===== src/rtl/c2c_tg_pkg.sv =====
// Shared definitions for the C2C AXI4-Lite traffic generator: FSM states,
// response encoding and the data pattern written to the remote window.
package c2c_tg_pkg;

    typedef enum logic [2:0] {
        IDLE,
        WR,
        WR_RESP,
        RD,
        RD_DATA
    } tg_state_t;

    localparam logic [1:0] AXI_RESP_OKAY = 2'b00;

    function automatic logic [31:0] tg_pattern(input logic [15:0] pass, input logic [15:0] idx);
        return {pass ^ 16'hA5A5, idx};
    endfunction

endpackage


===== src/rtl/c2c_traffic_gen_if.sv =====
// AXI4-Lite bundle between the traffic generator and the C2C master slave port.
interface c2c_traffic_gen_if;
    logic [31:0] awaddr;
    logic        awvalid;
    logic        awready;
    logic [31:0] wdata;
    logic [3:0]  wstrb;
    logic        wvalid;
    logic        wready;
    logic [1:0]  bresp;
    logic        bvalid;
    logic        bready;
    logic [31:0] araddr;
    logic        arvalid;
    logic        arready;
    logic [31:0] rdata;
    logic [1:0]  rresp;
    logic        rvalid;
    logic        rready;

    modport master (
        output awaddr, awvalid, input awready,
        output wdata, wstrb, wvalid, input wready,
        input  bresp, bvalid, output bready,
        output araddr, arvalid, input arready,
        input  rdata, rresp, rvalid, output rready
    );

    modport slave (
        input  awaddr, awvalid, output awready,
        input  wdata, wstrb, wvalid, output wready,
        output bresp, bvalid, input bready,
        input  araddr, arvalid, output arready,
        output rdata, rresp, rvalid, input rready
    );
endinterface


===== src/rtl/c2c_tg_watchdog.sv =====
// Stall watchdog: counts consecutive waiting cycles, pulses expired once per stall.
module c2c_tg_watchdog #(
    parameter int unsigned TIMEOUT = 1024
) (
    input  logic clk,
    input  logic rst,
    input  logic run,
    input  logic kick,
    output logic expired
);
    localparam int unsigned CW = $clog2(TIMEOUT + 1);

    logic [CW-1:0] cnt;

    // Counter parks at TIMEOUT so a long stall reports only once.
    always_ff @(posedge clk or posedge rst) begin
        if (rst)
            cnt <= '0;
        else if (kick || !run)
            cnt <= '0;
        else if (cnt != CW'(TIMEOUT))
            cnt <= cnt + CW'(1);
    end

    assign expired = run && !kick && (cnt == CW'(TIMEOUT - 1));
endmodule


===== src/rtl/c2c_traffic_gen.sv =====
// Writes a pass-tagged pattern across a remote window, reads it back and checks it;
// one AXI4-Lite transaction outstanding at a time.
module c2c_traffic_gen
    import c2c_tg_pkg::*;
#(
    parameter logic [31:0] BASE_ADDR = 32'h4000_0000,
    parameter int unsigned NUM_WORDS = 256,
    parameter int unsigned TIMEOUT   = 1024
) (
    input  logic              aclk,
    input  logic              areset,
    input  logic              enable,
    input  logic              link_up,
    input  logic              clear,
    c2c_traffic_gen_if.master m_axi,
    output logic [31:0]       pass_count,
    output logic [31:0]       err_count,
    output logic              busy,
    output logic [3:0]        led_out
);
    tg_state_t   state, state_n;
    logic [15:0] idx, idx_n;
    logic [15:0] tag, tag_n;
    logic        awvalid_q, wvalid_q, bready_q, arvalid_q, rready_q;
    logic        awvalid_n, wvalid_n, bready_n, arvalid_n, rready_n;
    logic [31:0] awaddr_q, wdata_q, araddr_q;
    logic [3:0]  wstrb_q;
    logic        err_hit, pass_done, last_word;
    logic        wd_run, wd_kick, wd_expired;
    logic        heartbeat, timeout_flag;
    logic [1:0]  err_inc;
    logic [32:0] err_sum;

    assign last_word = (idx == 16'(NUM_WORDS - 1));

    always_ff @(posedge aclk or posedge areset) begin
        if (areset) state <= IDLE;
        else        state <= state_n;
    end

    // Handshake outputs are registered, so each is computed for the state being entered.
    always_comb begin
        state_n   = state;
        idx_n     = idx;
        tag_n     = tag;
        awvalid_n = 1'b0;
        wvalid_n  = 1'b0;
        bready_n  = 1'b0;
        arvalid_n = 1'b0;
        rready_n  = 1'b0;
        err_hit   = 1'b0;
        pass_done = 1'b0;
        unique case (state)
            IDLE: if (enable && link_up) begin
                state_n   = WR;
                idx_n     = '0;
                tag_n     = pass_count[15:0];
                awvalid_n = 1'b1;
                wvalid_n  = 1'b1;
            end
            WR: begin
                awvalid_n = awvalid_q && !m_axi.awready;
                wvalid_n  = wvalid_q && !m_axi.wready;
                if (!awvalid_n && !wvalid_n) begin
                    state_n  = WR_RESP;
                    bready_n = 1'b1;
                end
            end
            WR_RESP: if (m_axi.bvalid) begin
                err_hit = (m_axi.bresp != AXI_RESP_OKAY);
                if (last_word) begin
                    state_n   = RD;
                    idx_n     = '0;
                    arvalid_n = 1'b1;
                end else begin
                    state_n   = WR;
                    idx_n     = idx + 16'd1;
                    awvalid_n = 1'b1;
                    wvalid_n  = 1'b1;
                end
            end else begin
                bready_n = 1'b1;
            end
            RD: if (m_axi.arready) begin
                state_n  = RD_DATA;
                rready_n = 1'b1;
            end else begin
                arvalid_n = 1'b1;
            end
            RD_DATA: if (m_axi.rvalid) begin
                err_hit = (m_axi.rresp != AXI_RESP_OKAY) || (m_axi.rdata != tg_pattern(tag, idx));
                if (last_word) begin
                    state_n   = IDLE;
                    pass_done = 1'b1;
                end else begin
                    state_n   = RD;
                    idx_n     = idx + 16'd1;
                    arvalid_n = 1'b1;
                end
            end else begin
                rready_n = 1'b1;
            end
            default: state_n = IDLE;
        endcase
    end

    always_ff @(posedge aclk or posedge areset) begin
        if (areset) begin
            idx       <= '0;
            tag       <= '0;
            awvalid_q <= 1'b0;
            wvalid_q  <= 1'b0;
            bready_q  <= 1'b0;
            arvalid_q <= 1'b0;
            rready_q  <= 1'b0;
            awaddr_q  <= '0;
            wdata_q   <= '0;
            araddr_q  <= '0;
            wstrb_q   <= '0;
            busy      <= 1'b0;
        end else begin
            idx       <= idx_n;
            tag       <= tag_n;
            awvalid_q <= awvalid_n;
            wvalid_q  <= wvalid_n;
            bready_q  <= bready_n;
            arvalid_q <= arvalid_n;
            rready_q  <= rready_n;
            wstrb_q   <= 4'hF;
            busy      <= (state_n != IDLE);
            if (state_n == WR && state != WR) begin
                awaddr_q <= BASE_ADDR + {14'd0, idx_n, 2'b00};
                wdata_q  <= tg_pattern(tag_n, idx_n);
            end
            if (state_n == RD && state != RD)
                araddr_q <= BASE_ADDR + {14'd0, idx_n, 2'b00};
        end
    end

    assign wd_run  = (awvalid_q && !m_axi.awready) || (wvalid_q && !m_axi.wready) ||
                     (bready_q && !m_axi.bvalid) || (arvalid_q && !m_axi.arready) ||
                     (rready_q && !m_axi.rvalid);
    assign wd_kick = (awvalid_q && m_axi.awready) || (wvalid_q && m_axi.wready) ||
                     (bready_q && m_axi.bvalid) || (arvalid_q && m_axi.arready) ||
                     (rready_q && m_axi.rvalid);

    c2c_tg_watchdog #(.TIMEOUT(TIMEOUT)) u_watchdog (
        .clk     (aclk),
        .rst     (areset),
        .run     (wd_run),
        .kick    (wd_kick),
        .expired (wd_expired)
    );

    // A data error and a timeout can land in the same cycle; add both, then saturate.
    assign err_inc = {1'b0, err_hit} + {1'b0, wd_expired};
    assign err_sum = {1'b0, err_count} + 33'(err_inc);

    always_ff @(posedge aclk or posedge areset) begin
        if (areset) begin
            pass_count   <= '0;
            err_count    <= '0;
            heartbeat    <= 1'b0;
            timeout_flag <= 1'b0;
            led_out      <= '0;
        end else begin
            if (clear) begin
                pass_count   <= '0;
                err_count    <= '0;
                heartbeat    <= 1'b0;
                timeout_flag <= 1'b0;
            end else begin
                if (pass_done) begin
                    pass_count <= pass_count + 32'd1;
                    heartbeat  <= !heartbeat;
                end
                if (wd_expired)
                    timeout_flag <= 1'b1;
                err_count <= err_sum[32] ? '1 : err_sum[31:0];
            end
            led_out <= {timeout_flag, (err_count != '0), heartbeat, link_up};
        end
    end

    assign m_axi.awaddr  = awaddr_q;
    assign m_axi.awvalid = awvalid_q;
    assign m_axi.wdata   = wdata_q;
    assign m_axi.wstrb   = wstrb_q;
    assign m_axi.wvalid  = wvalid_q;
    assign m_axi.bready  = bready_q;
    assign m_axi.araddr  = araddr_q;
    assign m_axi.arvalid = arvalid_q;
    assign m_axi.rready  = rready_q;
endmodule


===== src/flat_wrapper.sv =====
// flat-port wrapper written by rule: the top's interface ports become plain ports
module c2c_traffic_gen_flat import c2c_tg_pkg::*;
#(
    parameter logic [31:0] BASE_ADDR = 32'h4000_0000,
    parameter int unsigned NUM_WORDS = 256,
    parameter int unsigned TIMEOUT   = 1024
)
  (aclk, areset, enable, link_up, clear, pass_count, err_count, busy, led_out, m_axi_awaddr, m_axi_awvalid, m_axi_awready, m_axi_wdata, m_axi_wstrb, m_axi_wvalid, m_axi_wready, m_axi_bresp, m_axi_bvalid, m_axi_bready, m_axi_araddr, m_axi_arvalid, m_axi_arready, m_axi_rdata, m_axi_rresp, m_axi_rvalid, m_axi_rready);
  c2c_traffic_gen_if m_axi_i ();
  input  logic aclk;
  input  logic areset;
  input  logic enable;
  input  logic link_up;
  input  logic clear;
  output logic [31:0] pass_count;
  output logic [31:0] err_count;
  output logic busy;
  output logic [3:0] led_out;
  output wire logic [$bits(m_axi_i.awaddr)-1:0] m_axi_awaddr;
  output wire logic [$bits(m_axi_i.awvalid)-1:0] m_axi_awvalid;
  input wire logic [$bits(m_axi_i.awready)-1:0] m_axi_awready;
  output wire logic [$bits(m_axi_i.wdata)-1:0] m_axi_wdata;
  output wire logic [$bits(m_axi_i.wstrb)-1:0] m_axi_wstrb;
  output wire logic [$bits(m_axi_i.wvalid)-1:0] m_axi_wvalid;
  input wire logic [$bits(m_axi_i.wready)-1:0] m_axi_wready;
  input wire logic [$bits(m_axi_i.bresp)-1:0] m_axi_bresp;
  input wire logic [$bits(m_axi_i.bvalid)-1:0] m_axi_bvalid;
  output wire logic [$bits(m_axi_i.bready)-1:0] m_axi_bready;
  output wire logic [$bits(m_axi_i.araddr)-1:0] m_axi_araddr;
  output wire logic [$bits(m_axi_i.arvalid)-1:0] m_axi_arvalid;
  input wire logic [$bits(m_axi_i.arready)-1:0] m_axi_arready;
  input wire logic [$bits(m_axi_i.rdata)-1:0] m_axi_rdata;
  input wire logic [$bits(m_axi_i.rresp)-1:0] m_axi_rresp;
  input wire logic [$bits(m_axi_i.rvalid)-1:0] m_axi_rvalid;
  output wire logic [$bits(m_axi_i.rready)-1:0] m_axi_rready;
  assign m_axi_awaddr = m_axi_i.awaddr;
  assign m_axi_awvalid = m_axi_i.awvalid;
  assign m_axi_i.awready = m_axi_awready;
  assign m_axi_wdata = m_axi_i.wdata;
  assign m_axi_wstrb = m_axi_i.wstrb;
  assign m_axi_wvalid = m_axi_i.wvalid;
  assign m_axi_i.wready = m_axi_wready;
  assign m_axi_i.bresp = m_axi_bresp;
  assign m_axi_i.bvalid = m_axi_bvalid;
  assign m_axi_bready = m_axi_i.bready;
  assign m_axi_araddr = m_axi_i.araddr;
  assign m_axi_arvalid = m_axi_i.arvalid;
  assign m_axi_i.arready = m_axi_arready;
  assign m_axi_i.rdata = m_axi_rdata;
  assign m_axi_i.rresp = m_axi_rresp;
  assign m_axi_i.rvalid = m_axi_rvalid;
  assign m_axi_rready = m_axi_i.rready;
  c2c_traffic_gen #(.BASE_ADDR(BASE_ADDR), .NUM_WORDS(NUM_WORDS), .TIMEOUT(TIMEOUT)) u_core (.aclk(aclk), .areset(areset), .enable(enable), .link_up(link_up), .clear(clear), .m_axi(m_axi_i), .pass_count(pass_count), .err_count(err_count), .busy(busy), .led_out(led_out));
endmodule

===== config.mk =====
export PLATFORM = sky130hd
export DESIGN_NAME = c2c_traffic_gen_flat
export DESIGN_NICKNAME = d
export VERILOG_FILES = /design/src/rtl/c2c_tg_pkg.sv /design/src/rtl/c2c_traffic_gen_if.sv /design/src/rtl/c2c_tg_watchdog.sv /design/src/rtl/c2c_traffic_gen.sv /design/src/flat_wrapper.sv
export SDC_FILE = /design/constraint.sdc
export NUM_CORES = 1
export LEC_CHECK = 0
export CELL_PAD_IN_SITES_DETAIL_PLACEMENT = 1
export CELL_PAD_IN_SITES_GLOBAL_PLACEMENT = 1
export CORE_AREA = 2 2 119 236
export DETAILED_ROUTE_END_ITERATION = 7
export DIE_AREA = 0 0 121 238
export PLACE_DENSITY_LB_ADDON = 0.1
export SLEW_MARGIN = 20
export SYNTH_ARGS = -nofsm -noshare
export SYNTH_HDL_FRONTEND = slang
export SYNTH_SLANG_ARGS = --single-unit

===== constraint.sdc =====
create_clock -name aclk -period 5.5 [get_ports aclk]
set_clock_uncertainty 0.05 [all_clocks]
set_input_delay 1.1 -clock aclk [delete_from_list [all_inputs] [get_ports aclk]]
set_output_delay 1.1 -clock aclk [all_outputs]
set_load 0.05 [all_outputs]

======== Word-level counts from Yosys, hierarchy flattened ========
Index checks and enable logic that the tools add are counted.
storage, ports and cells
  bits in registers ....................... 219
  input bits .............................. 46
  word-level logic and storage cells ...... 130
cells by class
  $add $sub $neg .......................... 6
  eq/ne operators ......................... 12
  multiplexer cells ....................... 47
  bitwise gates (word level) .............. 2
  reductions and logical operators ........ 44
operators with widths
  kind                                                               count
  32-bit 2-to-1 mux                                                  4
  16-bit 2-to-1 mux                                                  7
  16-bit case mux with 3 select lines                                1
  32-bit by 2-bit adder with 33-bit output                           1
  31-bit by 18-bit adder with 32-bit output, first input constant    1
  32-bit by 1-bit adder with 32-bit output, second input constant    1
  32-bit inequality test                                             1
  32-bit nonzero test                                                1
  11-bit 2-to-1 mux                                                  2
  1-bit 2-to-1 mux                                                   19
  16-bit by 1-bit adder with 16-bit output, second input constant    1
  16-bit by 8-bit == test with 1-bit output, second input constant   1
  1-bit logical AND                                                  16
  8-bit NOT                                                          2
  3-bit 2-to-1 mux                                                   5
  3-bit case mux with 5 select lines                                 1
  11-bit by 1-bit adder with 11-bit output, second input constant    1
  11-bit by 10-bit == test with 1-bit output, second input constant  1
  11-bit inequality test, second input constant                      1
  1-bit logical NOT                                                  10
  1-bit logical OR                                                   10
  2-bit nonzero test                                                 5
  3-bit by 2-bit == test with 1-bit output, second input constant    3
  1-bit case mux with 3 select lines                                 3
  9 further kinds                                                    13

======== Logic depth before layout (Yosys ltp) ========
  depth in word-level cells ............... 12
  depth in mapped cells ................... 13
  gate-level depth less buffers ........... 12

======== Hierarchy ========
A second synthesis with hierarchy kept.
second synthesis, totals
  cell total of the unflattened synthesis .. 927
  area, all modules ....................... 9,073.7 um2
modules (own cells, without submodules)
  module           times used  cells each  area each (um2)  seq. area each (um2)
  c2c_traffic_gen  1           859         8,446.9          4,053.9
  c2c_tg_watchdog  1           68          626.9            275.3

======== Worst setup path before layout ========
No wires, ideal clock.
  path type ............................... input-to-reg
  from .................................... input m_axi_awready
  to ...................................... register u_core.err_count[10]
  library setup time ...................... 0.078 ns
  arrival ................................. 3.870 ns
  required time ........................... 5.372 ns
  setup slack ............................. 1.502 ns
  stages on the path ...................... 10
  path buffers ............................ 1
  cells stage by stage .................... a222oi_1 > nand3_1 > nor3_1 > fa_1 > ha_1 > nand4_1 > nor4_1 > nand3_1 > clkbuf_1 > a21oi_1
between the ends
  longest elaborated chain between the ends .. 12
RTL lines
  what                                                    RTL line                                        RTL
  start: declaration                                      flat_wrapper.sv:21                              input wire logic [$bits(m_axi_i.awready)-1:0] m_axi_awready;
  1-bit logical NOT or 1-bit logical AND (tied branches)  c2c_traffic_gen.sv:140, c2c_traffic_gen.sv:143
  1-bit logical AND or 1-bit logical OR (tied branches)   c2c_traffic_gen.sv:140, c2c_traffic_gen.sv:143
  1-bit logical OR, on equally long branches              c2c_traffic_gen.sv:140, c2c_traffic_gen.sv:143
  1-bit logical OR, on equally long branches              c2c_traffic_gen.sv:140, c2c_traffic_gen.sv:144
  1-bit logical OR, on equally long branches              c2c_traffic_gen.sv:141, c2c_traffic_gen.sv:144
  1-bit logical OR or 1-bit logical NOT (tied branches)   c2c_traffic_gen.sv:141, c2c_tg_watchdog.sv:25
  1-bit logical AND (*) (2 in a row)                      c2c_tg_watchdog.sv:25                           assign expired = run && !kick && (cnt == CW'(TIMEOUT - 1));
  1-bit by 1-bit adder with 2-bit output (*)              c2c_traffic_gen.sv:156                          assign err_inc = {1'b0, err_hit} + {1'b0, wd_expired};
  32-bit by 2-bit adder with 33-bit output (*)            c2c_traffic_gen.sv:157                          assign err_sum = {1'b0, err_count} + 33'(err_inc);
  32-bit 2-to-1 mux (*)                                   c2c_traffic_gen.sv:179                          err_count <= err_sum[32] ? '1 : err_sum[31:0];
  32-bit 2-to-1 mux (*)                                   c2c_traffic_gen.sv:167                          if (clear) begin
  end signal: assignment                                  c2c_traffic_gen.sv:179
  end: declaration                                        c2c_traffic_gen.sv:17                           output logic [31:0] err_count,
Mark *: on every way between the ends. The rest lies on a longest branch, timed or not.
A chain may end at the register's enable or synchronous reset.

======== Final worst setup path ========
  from .................................... input m_axi_rdata[19]
  to ...................................... register u_core.err_count[9]
between the ends
  longest elaborated chain between the ends .. 8
RTL lines
  what                                      RTL line                RTL
  start: declaration                        flat_wrapper.sv:32      input wire logic [$bits(m_axi_i.rdata)-1:0] m_axi_rdata;
  32-bit inequality test                    c2c_traffic_gen.sv:91   err_hit = (m_axi.rresp != AXI_RESP_OKAY) || (m_axi.rdata != tg_pattern(tag, idx));
  1-bit logical OR                          c2c_traffic_gen.sv:91
  1-bit 2-to-1 mux                          c2c_traffic_gen.sv:90   RD_DATA: if (m_axi.rvalid) begin
  1-bit case mux with 2 select lines        c2c_traffic_gen.sv:53   unique case (state)
  1-bit by 1-bit adder with 2-bit output    c2c_traffic_gen.sv:156
  32-bit by 2-bit adder with 33-bit output  c2c_traffic_gen.sv:157
  32-bit 2-to-1 mux                         c2c_traffic_gen.sv:179
  32-bit 2-to-1 mux                         c2c_traffic_gen.sv:167
No other way between the ends.

==> impl_metrics.yaml <==
route:
  top_layer: "met4"
  drtPass1Iterations: 4
  ant_nets: 0
  viasPerCell: 5.23
  wl_um: 29400
  dr_wl_met3_um: 1000
  vias: 7578
  wl_met1_um: 11000
  wire_per_inst_um: 20.3
  wl_met2_um: 16700
  dr.first_iter.drc_count: 376
  drc_errors: 0
setup_path:
  reg2reg_depth: 13
  path_cells: "clkdlybuf4s50_1 -> xor2_1 -> nor4_1 -> buf_4 -> nand4_1 -> nor4_1 -> o21ai_0 -> fa_1 -> ha_1 -> nand4_1 -> nor4_1 -> nand3_1 -> buf_4 -> a21oi_1"
  crit_path_max_incr_delay_ps: 590
  worst_ep_required_time_ps: 5770
  r2r_start: "u_core.idx[8]"
  worstSetupStartpointType: "primary input"
  crit_buf_inv: 3
  crit_family: "simple AND/OR/NAND/NOR gates"
  slowest_stage: "nor4_1"
  reg2reg_to: "u_core.err_count[9]"
  arrival_ps: 4670
  cp_max_fo: 17
  crit_top_cell: "nor4_1"
  worstSetupPathType: "primary input to register"
  r2r_setup_slack_ps: 1500
  worstSetupEndpointType: "register"
timing:
  slew_violations: 0
  fmax_mhz: 227
  hold_viol: 0
  tightestPinTransition_ps: 1090
  rsz0062_at_grt: "no"
  finalSetupViolations: 0
  min_period_ps: 4410
  setup_slack_ps: 1090
  tns_ps: 0
  relSlewSlack_pct: 27.4
  period_share_pct: 80.1
  finalHoldWorstSlack_ps: 341
cells_and_area:
  layout-drive-gt1-share_pct: 9.00
  antenna_cells: 0
  post-route-util_pct: 43.2
  fin_nets: 1143
  syn_to_final_growth_pct: 28.2
  fillCellCount: 3038
place:
  dp_hpwl_um: 22300
  portBuffers: 189
  post-place-ws_ps: 476
  gp_congestion: 0.936
min_path:
  holdPathEnd: "u_core.led_out[3]"
  hold_depth: 0
  hold_class: "register to register"
  hold_start: "u_core.timeout_flag"
logic_synthesis:
  synth_edf_count: 0
  ys.flop_type: "dfrtp_1"
  syn_area_um2: 9060
  synth-async-reset-ratio_pct: 100
  synth_top_cell_by_area: "dfrtp_1"
  synth_area_leaders: "dfrtp_1, mux2_2, xor2_1"
  synth_seq_cells: 173
  yosysUniqueCellTypes: 63
  synth.top_cell.area_share_pct: 47.8
  yosys_warnings: 0
  netlist_instances: 937
  syn_avg_cell_area_um2: 9.67
  ys_seq_area_share_pct: 47.8
cts:
  cts_buffer_depth: 2
  clock_sinks: 173
  h-tree-depth: 4
  clk_pin_slew_ps: 60
  cts_hold_buf: 0
  clk_latency_ps: 450
  cts-root-buf: "clkbuf_16"
  tritoncts: "built"
  post_cts_resize_count: 0
  numCtsBuffers: 17
  cts_setup_buffers: 0
floorplan:
  core_area_um2: 26900
  die_h_um: 238
  io_pins: 220
  start_util_pct: 33.7
  die_area_um2: 28800
  rows: 85
  chipWidth_um: 121
global_routing:
  grt_max_degree: 116
  grt_overflow: 0
  antenna_found_initial: 0
  groute.usage.overall_pct: 20.8
  grt_pass1_wl_um: 45800
  grt_pass1_vias: 7993
flow_run:
  max-cap-violations: 0
pwr:
  finalPower_mw: 4.36
  total_leakage_power_nw: 4.79
  ir_worst_vdd_v: 0.000294
  p_per_area_nw_per_um2: 375
outcome:
  status: "finished, final reports clean"
[state kept, by name, indices dropped and copies added, names as in the netlist]
| register | flops |
|---|---|
| u_core.m_axi.wdata | 32 |
| u_core.m_axi.wvalid | 1 |
| u_core.busy | 1 |
| u_core.err_count | 32 |
| u_core.m_axi.arvalid | 1 |
| u_core.idx | 16 |
| u_core.pass_count | 32 |
| u_core.tag | 16 |
| u_core.heartbeat | 1 |
| u_core.m_axi.rready | 1 |
| u_core.m_axi.awvalid | 1 |
| u_core.m_axi.araddr | 17 |
| u_core.m_axi.wstrb | 1 |
| u_core.led_out | 4 |
| u_core.m_axi.bready | 1 |
| u_core.timeout_flag | 1 |
| u_core.u_watchdog.cnt | 11 |
| u_core.m_axi.awaddr | 1 |
| u_core.state | 3 |
[report_power, final]
group	switching, mW	internal [mW]	total [mW]
sequential	0.156	1.43	1.59
clock	0.514	0.628	1.14
combinational	1.11	0.521	1.63
total	1.78	2.58	4.36
[cell families after synthesis]
| logic type | after synthesis | share of synthesized area [%] |
|---|---|---|
| compound gates | 160 | 10.7 |
| xor+xnor | 82 | 7.92 |
| fa+ha+maj | 7 | 1.05 |
| buf+inv | 133 | 7.59 |
| flops | 173 | 47.8 |
| mux | 38 | 4.69 |
| other cells | 2 | 0.0829 |
| simple gates | 342 | 20.2 |
[per-layer routing]
metal | up-vias | track usage (%)
li1 | 3554 | -
met1 | 3808 | 22.1
met2 | 183 | 39.8
met3 | 33 | 3.85
met4 | 0 | 7.68
met5 | - | 0
[how the worst max path moves through the flow]
stage	start	to	slack, ps	cells past startpoint
3_5_place_dp	m_axi_rdata[8]	u_core.err_count[9]	480	14
2_1_floorplan	m_axi_awready	u_core.err_count[10]	1500	10
3_3_place_gp	m_axi_rdata[8]	u_core.err_count[15]	420	14
4_1_cts	m_axi_rdata[8]	u_core.err_count[9]	940	14
6_report	m_axi_rdata[19]	u_core.err_count[9]	1090	14
5_1_grt	m_axi_rdata[8]	u_core.err_count[12]	820	14
[layout by cell type, fill, tap and decap left out, drive strengths merged, types with 3 or more instances in the layout]
cell type and n:
dfrtp 173, nor4b 3, buf 17, o31ai 9, a21o 3, nor4 45
a32oi 3, and2 6, nand3 38, xor2 43, or4 15, nand4 25
or2 6, nor3 11, clkdlybuf4s50 188, nor2b 3, o21ai 35, and4 6
nand4b 3, nand2 54, conb 31, a211oi 4, inv 33, mux2 36
ha 6, a31oi 17, or3 10, a21oi 64, clkinv 4, o22ai 4
xnor2 39, nand2b 8, nand3b 3, clkbuf 23, and3 14, nor2 85
[through the flow]
step	std cells	cell area, um^2
2_1_floorplan	966	9180
3_3_place_gp	1419	11100
3_5_place_dp	1419	11100
4_1_cts	1448	11600
5_1_grt	1448	11600
6_report	1448	11600
[cell usage after synthesis, drive strengths merged, types with 3 or more instances]
cell	number
and2	6
nand3	38
nor4b	3
a32oi	3
inv	33
nor3	11
dfrtp	173
mux2	36
or4	15
nand3b	3
a21oi	64
ha	6
nand2	54
o22ai	4
nand2b	8
nor4	45
and3	14
nor2b	3
xor2	43
o21ai	35
a31oi	17
or2	6
clkbuf	46
o31ai	9
buf	54
and4	6
nand4b	3
or3	10
a21o	3
xnor2	39
nor2	85
a211oi	4
nand4	25
[layout make-up]
class	instances	area (um^2)	area share, %
sequential	173	4330	37.3
inverter	33	128	1.10
timing repair buffer	205	2020	17.4
clock buffer	23	498	4.29
clock inverter	6	36.3	0.312
tap	348	435	3.75
multi-input combinational	660	4170	35.9
Note: power is estimated with default switching activity, not from simulation.
==> RTL change (same flow settings) <==
Compare `idx` against `16'(NUM_WORDS - 1)` with >= in place of ==.
--- a/src/rtl/c2c_traffic_gen.sv
+++ b/src/rtl/c2c_traffic_gen.sv
@@ -31,7 +31,7 @@
     logic [1:0]  err_inc;
     logic [32:0] err_sum;
 
-    assign last_word = (idx == 16'(NUM_WORDS - 1));
+    assign last_word = (idx >= 16'(NUM_WORDS - 1));
 
     always_ff @(posedge aclk or posedge areset) begin
         if (areset) state <= IDLE;
Formal check against the unedited RTL: same outputs for any inputs over 4 cycles, from zero or initial values and one cycle with areset high; that may be too few to reach the edited logic, so the function may still have changed.
==> RTL change against the unedited design <==
  * Utilization down 2.0 points
  * Sequential cell count did not move
  * Via count down 16%
  * Area after synthesis decreased by 6.6%
  * Total power shrank 16%
  * Clock power increased by 11%
  * Cell area shrank 4.6%
  * Wire length shrank 12%
  * Worst setup slack improved by 0.17 ns
  * Die area unchanged
==> RTL change: results (changes against the unedited design) <==
arrival time at the worst endpoint=4.49 ns (-0.18 ns); PD cells=331 nW/um^2 (-12%); largest net degree at the start of global routing=144 (+24%); synthesized instance count=789 (-16%); sw power=1.24 mW (-30%); met2 Track Usage GR=0.354 (-0.0443); slowest CP cell=fa_1; Initial DRC Count=180 (-52%); Post-Synth Adder-Cell Area=0.0112 (+0.000738); M1 wire length=9.30 mm (-15%); R2R cell count=10 (-3); Worst-Margin Slew=0.966 ns (-0.120 ns); flop2flop setup slack=1.62 ns (+0.12 ns); first-pass GRT wire length=40.4 mm (-12%); worst hold margin=0.327 ns (-0.0139 ns); Total GRT Usage=0.186 (-0.0223); Placed Cells=1286 (-9.4%); Clock net power=1.26 mW (+11%); routability cong.=0.894 (-4.5%); end of the worst register-to-register path=u_core.err_count[23]; number of global-route vias before repair=6997 (-12%); CP max FO=26 (+9); Final #Nets=1010 (-12%); post-DR vias/cell=4.87 (-6.9%); status=completed; fraction of layout cells with a size suffix above 1=0.102 (+0.0116); CP Buf/Inv Count=2 (-1); synth top area cells=dfrtp_1, mux2_2, xor2_1, buf_4, xnor2_1; met1 usage=0.189 (-0.0320); Synth Area in XOR/XNOR=0.0921 (+0.0128)
-- RTL change: cell types whose count changed after synthesis, sizes merged, moves of 11 or more --
cell and change:
clkbuf -28, a21oi -27, and3 +11, and2 +26, nor2 -35, inv -20
a31oi -14, nor4 -23
-- RTL change: worst max-delay path by stage --
stage                    startpoint              endpoint  slack (ns)
floorplan             m_axi_awready  u_core.err_count[21]        1.83
global placement    m_axi_rdata[28]  u_core.err_count[23]        0.74
detailed placement  m_axi_rdata[17]   u_core.err_count[8]        0.76
CTS                 m_axi_rdata[11]  u_core.err_count[23]        1.22
global route           m_axi_rvalid  u_core.err_count[23]        0.94
finish              m_axi_rdata[28]   u_core.err_count[9]        1.26
-- RTL change: layout make-up --
type                       count  area [um^2]  share of cell area
sequential                   173         4330               0.391
multi-input combinational    555         3710               0.335
timing repair buffer         197         1960               0.177
clock buffer                  18          439              0.0396
tap                          348          435              0.0393
clock inverter                 9          148              0.0133
inverter                      13         55.1             0.00497
